--- src/rtl/raster_pkg.sv ---
`default_nettype none
// ============================================================================
// Module      : raster_pkg
// Description : Shared state encoding and default widths for the raster
//               address generator.
// Revision    : 1.0 - initial release
// ============================================================================
package raster_pkg;

  localparam int DEF_ADDR_W = 16;
  localparam int DEF_X_W    = 10;
  localparam int DEF_Y_W    = 10;

  typedef enum logic [0:0] {
    ST_IDLE = 1'b0,
    ST_RUN  = 1'b1
  } state_t;

endpackage
`default_nettype wire

--- src/rtl/raster_addr_gen_wrap_counter.sv ---
`default_nettype none
// ============================================================================
// Module      : wrap_counter
// Description : Up-counter with synchronous clear, increment enable and a
//               programmable terminal count; rolls over to zero after tc.
// Revision    : 1.0 - initial release
// ============================================================================
module wrap_counter #(
  parameter int W = 10
) (
  input  logic         clk,
  input  logic         reset,
  input  logic         clr,
  input  logic         inc,
  input  logic [W-1:0] tc,
  output logic [W-1:0] count,
  output logic         at_tc
);

  import raster_pkg::*;

  logic [W-1:0] r_count;

  // Clear has priority over increment; increment at terminal count rolls over.
  always_ff @(posedge clk) begin
    if (reset) begin
      r_count <= '0;
    end else if (clr) begin
      r_count <= '0;
    end else if (inc) begin
      r_count <= at_tc ? '0 : r_count + W'(1);
    end
  end

  assign count = r_count;
  assign at_tc = (r_count == tc);

endmodule
`default_nettype wire

--- src/rtl/raster_addr_gen.sv ---
`default_nettype none
// ============================================================================
// Module      : raster_addr_gen
// Description : 2-D raster address generator. Walks a width x height window
//               with a row stride from a base address, one address per
//               accepted valid/ready beat, with row/frame markers, optional
//               continuous wrap and abort.
// Revision    : 1.0 - initial release
// ============================================================================
module raster_addr_gen
  import raster_pkg::*;
#(
  parameter int ADDR_W = DEF_ADDR_W,
  parameter int X_W    = DEF_X_W,
  parameter int Y_W    = DEF_Y_W
) (
  input  logic              clk,
  input  logic              reset,
  input  logic              start,
  input  logic              abort,
  input  logic [ADDR_W-1:0] cfg_base,
  input  logic [ADDR_W-1:0] cfg_stride,
  input  logic [X_W-1:0]    cfg_width,
  input  logic [Y_W-1:0]    cfg_height,
  input  logic              cfg_wrap,
  output logic              addr_valid,
  input  logic              addr_ready,
  output logic [ADDR_W-1:0] addr,
  output logic [X_W-1:0]    x,
  output logic [Y_W-1:0]    y,
  output logic              eol,
  output logic              eof,
  output logic              busy,
  output logic              done
);

  state_t            r_state;
  state_t            w_state_nxt;
  logic              r_done;
  logic              w_done_nxt;

  // Shadow copy of the configuration, frozen for the whole walk.
  logic [ADDR_W-1:0] r_base;
  logic [ADDR_W-1:0] r_stride;
  logic [X_W-1:0]    r_width;
  logic [Y_W-1:0]    r_height;
  logic              r_wrap;

  logic [ADDR_W-1:0] r_row_base;
  logic [ADDR_W-1:0] r_addr;

  logic [X_W-1:0]    w_x;
  logic [Y_W-1:0]    w_y;
  logic              w_x_tc;
  logic              w_y_tc;
  logic              w_run;
  logic              w_xfer;
  logic              w_eol;
  logic              w_eof;
  logic              w_cfg_ok;
  logic              w_start_go;

  assign w_run      = (r_state == ST_RUN);
  assign w_xfer     = w_run & addr_ready;
  assign w_eol      = w_run & w_x_tc;
  assign w_eof      = w_eol & w_y_tc;
  assign w_cfg_ok   = (cfg_width != '0) && (cfg_height != '0);
  assign w_start_go = !w_run && start && !abort && w_cfg_ok;

  wrap_counter #(.W(X_W)) u_x_cnt (
    .clk   (clk),
    .reset (reset),
    .clr   (w_start_go),
    .inc   (w_xfer),
    .tc    (r_width - X_W'(1)),
    .count (w_x),
    .at_tc (w_x_tc)
  );

  wrap_counter #(.W(Y_W)) u_y_cnt (
    .clk   (clk),
    .reset (reset),
    .clr   (w_start_go),
    .inc   (w_xfer & w_eol),
    .tc    (r_height - Y_W'(1)),
    .count (w_y),
    .at_tc (w_y_tc)
  );

  // State and done-pulse registers.
  always_ff @(posedge clk) begin
    if (reset) begin
      r_state <= ST_IDLE;
      r_done  <= 1'b0;
    end else begin
      r_state <= w_state_nxt;
      r_done  <= w_done_nxt;
    end
  end

  // Next state: abort dominates; a degenerate start or the last beat of a
  // non-wrapping frame produces the one-cycle done pulse.
  always_comb begin
    w_state_nxt = r_state;
    w_done_nxt  = 1'b0;
    if (abort) begin
      w_state_nxt = ST_IDLE;
    end else if (r_state == ST_IDLE) begin
      if (start) begin
        if (w_cfg_ok) begin
          w_state_nxt = ST_RUN;
        end else begin
          w_done_nxt = 1'b1;
        end
      end
    end else begin
      if (w_xfer && w_eof && !r_wrap) begin
        w_state_nxt = ST_IDLE;
        w_done_nxt  = 1'b1;
      end
    end
  end

  // Shadow config capture and address/row-base arithmetic (modulo 2^ADDR_W).
  always_ff @(posedge clk) begin
    if (reset) begin
      r_base     <= '0;
      r_stride   <= '0;
      r_width    <= '0;
      r_height   <= '0;
      r_wrap     <= 1'b0;
      r_row_base <= '0;
      r_addr     <= '0;
    end else if (w_start_go) begin
      r_base     <= cfg_base;
      r_stride   <= cfg_stride;
      r_width    <= cfg_width;
      r_height   <= cfg_height;
      r_wrap     <= cfg_wrap;
      r_row_base <= cfg_base;
      r_addr     <= cfg_base;
    end else if (w_xfer) begin
      if (w_eof) begin
        r_row_base <= r_base;
        r_addr     <= r_base;
      end else if (w_eol) begin
        r_row_base <= r_row_base + r_stride;
        r_addr     <= r_row_base + r_stride;
      end else begin
        r_addr     <= r_addr + ADDR_W'(1);
      end
    end
  end

  // Beat fields read as zero whenever no walk is in progress.
  assign addr_valid = w_run;
  assign busy       = w_run;
  assign addr       = w_run ? r_addr : '0;
  assign x          = w_run ? w_x : '0;
  assign y          = w_run ? w_y : '0;
  assign eol        = w_eol;
  assign eof        = w_eof;
  assign done       = r_done;

endmodule
`default_nettype wire

--- config.mk ---
export PLATFORM = sky130hd
export DESIGN_NAME = raster_addr_gen
export DESIGN_NICKNAME = d
export VERILOG_FILES = /design/src/rtl/raster_pkg.sv /design/src/rtl/raster_addr_gen_wrap_counter.sv /design/src/rtl/raster_addr_gen.sv
export SDC_FILE = /design/constraint.sdc
export NUM_CORES = 1
export LEC_CHECK = 0
export CORE_MARGIN = 10
export CORE_UTILIZATION = 40
export CTS_CLUSTER_SIZE = 40
export DETAILED_ROUTE_END_ITERATION = 8
export PLACE_DENSITY = 0.74
export RECOVER_POWER = 50
export SLEW_MARGIN = 15
export SYNTH_ARGS = -nofsm -noshare
export SYNTH_HDL_FRONTEND = slang
export SYNTH_SLANG_ARGS = --single-unit
--- constraint.sdc ---
create_clock -name clk -period 2.9 [get_ports clk]
set_input_delay 0.435 -clock clk [delete_from_list [all_inputs] [get_ports clk]]
set_output_delay 0.435 -clock clk [all_outputs]
set_load 0.005 [all_outputs]
# Word level (Yosys, flattened, before mapping)
# Cells that the tools add are included.
[op_classes]
n_addsub = 6
multipliers = 0
div_mod_pow = 0
order_cmp = 0
n_eq_ne = 2
n_shift = 0
muxes = 21
bitwise_logic = 4
n_reduce_logical = 16
[op_table]
columns = ["cell", "n"]
rows = [
  ["16-bit 2-to-1 mux", 9],
  ["10-bit 2-to-1 mux", 4],
  ["10-bit by 1-bit adder with 10-bit output (second input constant)", 2],
  ["10-bit == test", 2],
  ["10-bit nonzero test", 2],
  ["10-bit by 1-bit subtractor with 10-bit output (second input constant)", 2],
  ["16-bit by 1-bit adder with 16-bit output (second input constant)", 1],
  ["16-bit adder", 1],
  ["1-bit 2-to-1 mux", 8],
  ["1-bit logical AND", 6],
  ["1-bit AND", 4],
  ["2-bit OR reduction", 2],
  ["1-bit zero test", 3],
  ["3-bit nonzero test", 1],
  ["2-bit AND reduction", 1],
  ["2-bit nonzero test", 1],
]
[word_totals]
regBits = 107
latchBits = 0
mem_bits_rw = 0
rom_bits = 0
input_bits = 58
word_cells = 60
mem_count = 0

# Logic depth before layout (Yosys ltp)
[depth]
word_depth = 8
ltp_mapped = 14

# Modules after synthesis
# Synthesis repeated with hierarchy kept, for this count alone.
[unflattened]
cells_unflattened = 836
hier_area_um2 = 6531.3
[by_module_without_submodules]
columns = ["module", "instances", "cells_each", "area_per_inst_um2"]
rows = [
  ["raster_addr_gen", 1, 700, 5267.6],
  ["wrap_counter", 2, 68, 631.9],
]

# Least setup slack after synthesis
# Ideal clock, no wire load.
[synth_timing]
path_kind = "reg-to-reg"
startpoint = "register r_width[0]"
endpoint = "register r_state, in the netlist addr_valid"
setup_ns = 0.115
t_arrival_ns = 2.809
slack_ns = -0.024
path_stages_with_launch = 14
synth_period_minus_slack_ns = 2.924
cell_sequence = "dfxtp_1 -> clkbuf_1 -> inv_1 -> ha_1 -> clkbuf_2 -> nor4b_4 -> xnor2_1 -> or4_4 -> a211oi_4 -> nand3_2 -> clkinv_2 -> nand2_4 -> or3_1 -> and2_1"
[synth_via]
elab_chain_cells = 8
[synth_lines]
columns = ["item", "line_no", "text"]
rows = [
  ["from (decl)", "raster_addr_gen.sv:45", "logic [X_W-1:0] r_width;"],
  ["from (signal assigned)", "raster_addr_gen.sv:137", "r_width <= cfg_width;"],
  ["10-bit by 1-bit subtractor with 10-bit output", "raster_addr_gen.sv:75", ".tc (r_width - X_W'(1)),"],
  ["10-bit == test", "raster_addr_gen_wrap_counter.sv:36", "assign at_tc = (r_count == tc);"],
  ["1-bit AND", "raster_addr_gen.sv:65", "assign w_eol = w_run & w_x_tc;"],
  ["1-bit AND", "raster_addr_gen.sv:66", "assign w_eof = w_eol & w_y_tc;"],
  ["1-bit logical AND (2 in series)", "raster_addr_gen.sv:117", "if (w_xfer && w_eof && !r_wrap) begin"],
  ["1-bit 2-to-1 mux", "raster_addr_gen.sv:117", ""],
  ["1-bit 2-to-1 mux", "raster_addr_gen.sv:108", "end else if (r_state == ST_IDLE) begin"],
  ["to (signal assigned)", "raster_addr_gen.sv:96", "r_state <= w_state_nxt;"],
  ["to (decl)", "raster_addr_gen.sv:37", "state_t r_state;"],
]
# No other way between the ends.
# A chain may end at the register's enable or synchronous reset.

# Worst setup path after layout
[layout_timing]
startpoint = "register r_stride[0]"
endpoint = "register r_row_base[12]"
[layout_via]
elab_chain_cells = 5
[layout_lines]
columns = ["item", "line_no", "text"]
rows = [
  ["from (decl)", "raster_addr_gen.sv:44", "logic [ADDR_W-1:0] r_stride;"],
  ["from (signal assigned)", "raster_addr_gen.sv:136", "r_stride <= cfg_stride;"],
  ["16-bit adder", "raster_addr_gen.sv:147", "r_row_base <= r_row_base + r_stride;"],
  ["16-bit 2-to-1 mux", "raster_addr_gen.sv:146", "end else if (w_eol) begin"],
  ["16-bit 2-to-1 mux", "raster_addr_gen.sv:143", "if (w_eof) begin"],
  ["16-bit 2-to-1 mux", "raster_addr_gen.sv:142", "end else if (w_xfer) begin"],
  ["16-bit 2-to-1 mux", "raster_addr_gen.sv:134", "end else if (w_start_go) begin"],
  ["to (signal assigned)", "raster_addr_gen.sv:140", "r_row_base <= cfg_base;"],
  ["to (signal assigned)", "raster_addr_gen.sv:144", "r_row_base <= r_base;"],
  ["to (signal assigned)", "raster_addr_gen.sv:147", ""],
  ["to (decl)", "raster_addr_gen.sv:49", "logic [ADDR_W-1:0] r_row_base;"],
]
# No other way between the ends. The select of a mux whose other input is x is not followed.

==> impl_metrics.ini <==
[worst_hold_path]
hold_class = in -> reg

[worst_setup_path]
crit_path_end_kind = flip-flop
worst-endpoint-arrival_ns = 3.13
critPathLaunchType = flip-flop
critical_path_class = reg -> reg
crit_fanout = 4
required_ns = 3.21

[clock_network]
cts_max_level = 3
clkSlewWorstSetupHoldPaths_ns = 0.08
cts.sinks = 107
cts_made_buffers = 9
cts_root_buf = clkbuf_16
clock_latency_ns = 0.36
cts_tree = done
clock_path_buffers = 2

[timing]
setup_ws_ns = 0.0779
rsz0062_at_grt = yes
fin_tns_setup_ns = 0
slew_viol_final = 0
hold_viol = 0
finalCriticalPeriod_ns = 2.82
worst_pin_slew_ns = 0.669
setup_viol = 0
timing.final.crit_share_pct = 97.3
fin_skew_ns = 0.00905
fmax_ghz = 0.354
relSlewSlack_pct = 55.0

[grt]
grt_pass1_wl_um = 32000
grt.met2_usage_pct = 28.0
grt_usage_pct = 17.7
antenna_found_initial = 0
grtUsageMet1_pct = 23.7
grt_max_degree = 49
grt_busiest_layer = met2
overflow = 0
grt_pass1_vias = 6127
use_met3_pct = 3.40

[placement]
gp_congestion = 0.880
place_ws_ns = -0.0424
io_buffers = 98
place_inst = 1176
hpwl_um = 15100

[yosys]
synthCells = 857
synth-edff-count = 0
syn_area_mm2 = 0.00657
yosys-top-cells-area = dfxtp_1 33%, nand2_1 7.9%, a21oi_1 6.6%, xor2_1 3.9%, ha_1 3.8%
yosys.area_share.adder_pct = 4.11
synthSimpleGateAreaFrac_pct = 29.1
synth_top_family_by_area = simple AND/OR/NAND/NOR gates
synth_xor_area_share_pct = 6.67
synth_mux_area_share_pct = 1.10
synth.distinct_cells = 80
synth_area_leader_cell = dfxtp_1
seq_area_frac_synth_pct = 32.6
synth_top_area_share_pct = 32.6
async_reset_ff_share_pct = 0
synth-compound-area-share_pct = 22.2
yosys_warnings = 0
synth-seq-cells = 107
avgSynthCellArea_um2 = 7.66
synth_ff_type = dfxtp_1
synth_nets = 936

[floorplan]
rows = 46
start_util_pct = 41.1
core_mm2 = 0.0160
die_h_um = 148
ioPinCount = 99
die_x_um = 148
die_area_mm2 = 0.0219

[finish]
nets = 1054
fin_cells = 1196
area_growth_pct = 28.9
diodes = 0
final_layout_size_suffix_gt1_share_pct = 12.0

[power_and_ir_drop]
p_comb_share_pct = 17.8
p_seq_share_pct = 45.5
vdd_drop_max_mv = 0.310
power.density_mw_per_mm2 = 414
clkPwrFrac_pct = 36.7
p_sw_share_pct = 28.5
leakage_nw = 3.19
p_int_mw = 2.51
power_switching_mw = 0.998

[route]
dr.pass1.iters = 5
drt_wl_total_um = 20200
viasPerCell = 5.54
wl_per_cell_um = 16.9
drc = 0
vias = 6628
drt_iter0_drc = 625
antenna_left = 0

[run_status]
status = completed

[job]
max_cap_violations = 0
## placed cells by master (no fill, tap or decap), drive strengths merged, types with 17 or more instances in the layout
| cell type | n |
|---|---|
| clkdlybuf4s50 | 73 |
| a21oi | 87 |
| and2 | 38 |
| ha | 20 |
| nand4 | 17 |
| xor2 | 29 |
| buf | 57 |
| xnor2 | 21 |
| nor3 | 21 |
| nor2 | 58 |
| nand2 | 140 |
| nand3 | 33 |
| o21ai | 40 |
| dfxtp | 107 |
| inv | 21 |
| dlygate4sd3 | 22 |
## area by class of cell
| type | count | area [um2] |
|---|---|---|
| Clock inverter | 7 | 76.3 |
| Clock buffer | 9 | 225 |
| Sequential cell | 107 | 2140 |
| Fill cell | 1542 | 7530 |
| Inverter | 20 | 80.1 |
| Tap cell | 216 | 270 |
| Timing Repair Buffer | 155 | 1420 |
| Multi-Input combinational cell | 682 | 4250 |
## power groups by stage
stage,Combinational [mW],Clock (mW),Sequential [mW]
final,0.624,1.29,1.59
after global routing,0.685,1.35,1.60
after CTS,0.604,1.30,1.59
after detailed placement,0.587,0,1.62
after global placement,0.585,0,1.62
after floorplan,0.359,0,1.61
## final timing paths
path	start	endpoint	slack, ns	cells after the start
setup / recovery	r_stride[0]$_SDFFE_PP0P_	r_row_base[12]$_SDFFE_PP0P_	0.08	11
hold / removal	reset	r_row_base[0]$_SDFFE_PP0P_	0.46	2
setup reg to reg	r_stride[0]$_SDFFE_PP0P_	r_row_base[12]$_SDFFE_PP0P_	0.08	11
hold reg to reg	r_base[13]$_SDFFE_PP0P_	r_base[13]$_SDFFE_PP0P_	0.46	2
## stage by stage
| step | hold WS [ns] | total power [mW] | utilization [%] | cell area (um2) |
|---|---|---|---|---|
| CTS | 0.445 | 3.49 | 52.5 | 8400 |
| detailed placement | 0.449 | 2.21 | 50.3 | 8050 |
| finish | 0.457 | 3.50 | 52.9 | 8470 |
| global route | 0.479 | 3.64 | 52.9 | 8470 |
| floorplan | 0.432 | 1.97 | - | 6570 |
| global placement | 0.440 | 2.21 | 50.3 | 8050 |
## cells in the mapped netlist, types with 12 or more instances
cell	number
o211ai_1	12
o21ai_0	36
nor3_1	17
nor2_1	57
dfxtp_1	107
inv_1	18
ha_1	20
nand4_1	17
xor2_1	29
nand3_1	32
nand2_1	139
a21oi_1	87
clkbuf_1	36
and2_1	38
xnor2_1	21
## critical path: stages (launching register included)
cell      delay [ns]
dfxtp_1         0.33
ha_1            0.24
inv_1           0.08
fa_1            0.21
nor2b_1         0.06
o21a_1          0.19
o21ai_0         0.27
a211oi_2        0.16
or4_1           0.52
a31oi_1         0.35
nand3b_1        0.19
o311a_1         0.16
## cell families (layout without fill, tap and decap cells)
logic type                 after synthesis  count (layout)
DFF                                    107             107
adders and majority gates               21              21
muxes                                    7               7
and+or+nand+nor                        378             379
AOI/OAI and AO/OA                      225             225
xor gates and xnor gates                50              50
buffers and inverters                   69             191
## registers in the layout, indices dropped and copies added (netlist names), 10 cells and up
| signal | count |
|---|---|
| r_width | 10 |
| u_x_cnt.count | 10 |
| u_y_cnt.count | 10 |
| r_addr | 16 |
| r_row_base | 16 |
| r_base | 16 |
| r_height | 10 |
| r_stride | 16 |
## metal layers
layer	routed length, um	up-vias	part of all wire, %
li1	-	3317	-
met3	1420	23	7.0
met1	9160	3068	45
met2	9260	220	46
met5	0	-	0
met4	323	0	1.6
## repair_timing
action                     CTS  global route
resized for setup           15            18
hold buffers                 0             0
setup endpoints to repair    2            29
buffers inserted             1             2
cloned                       0             1
pin swaps                    6             7
(Power assumes the default switching activity.)
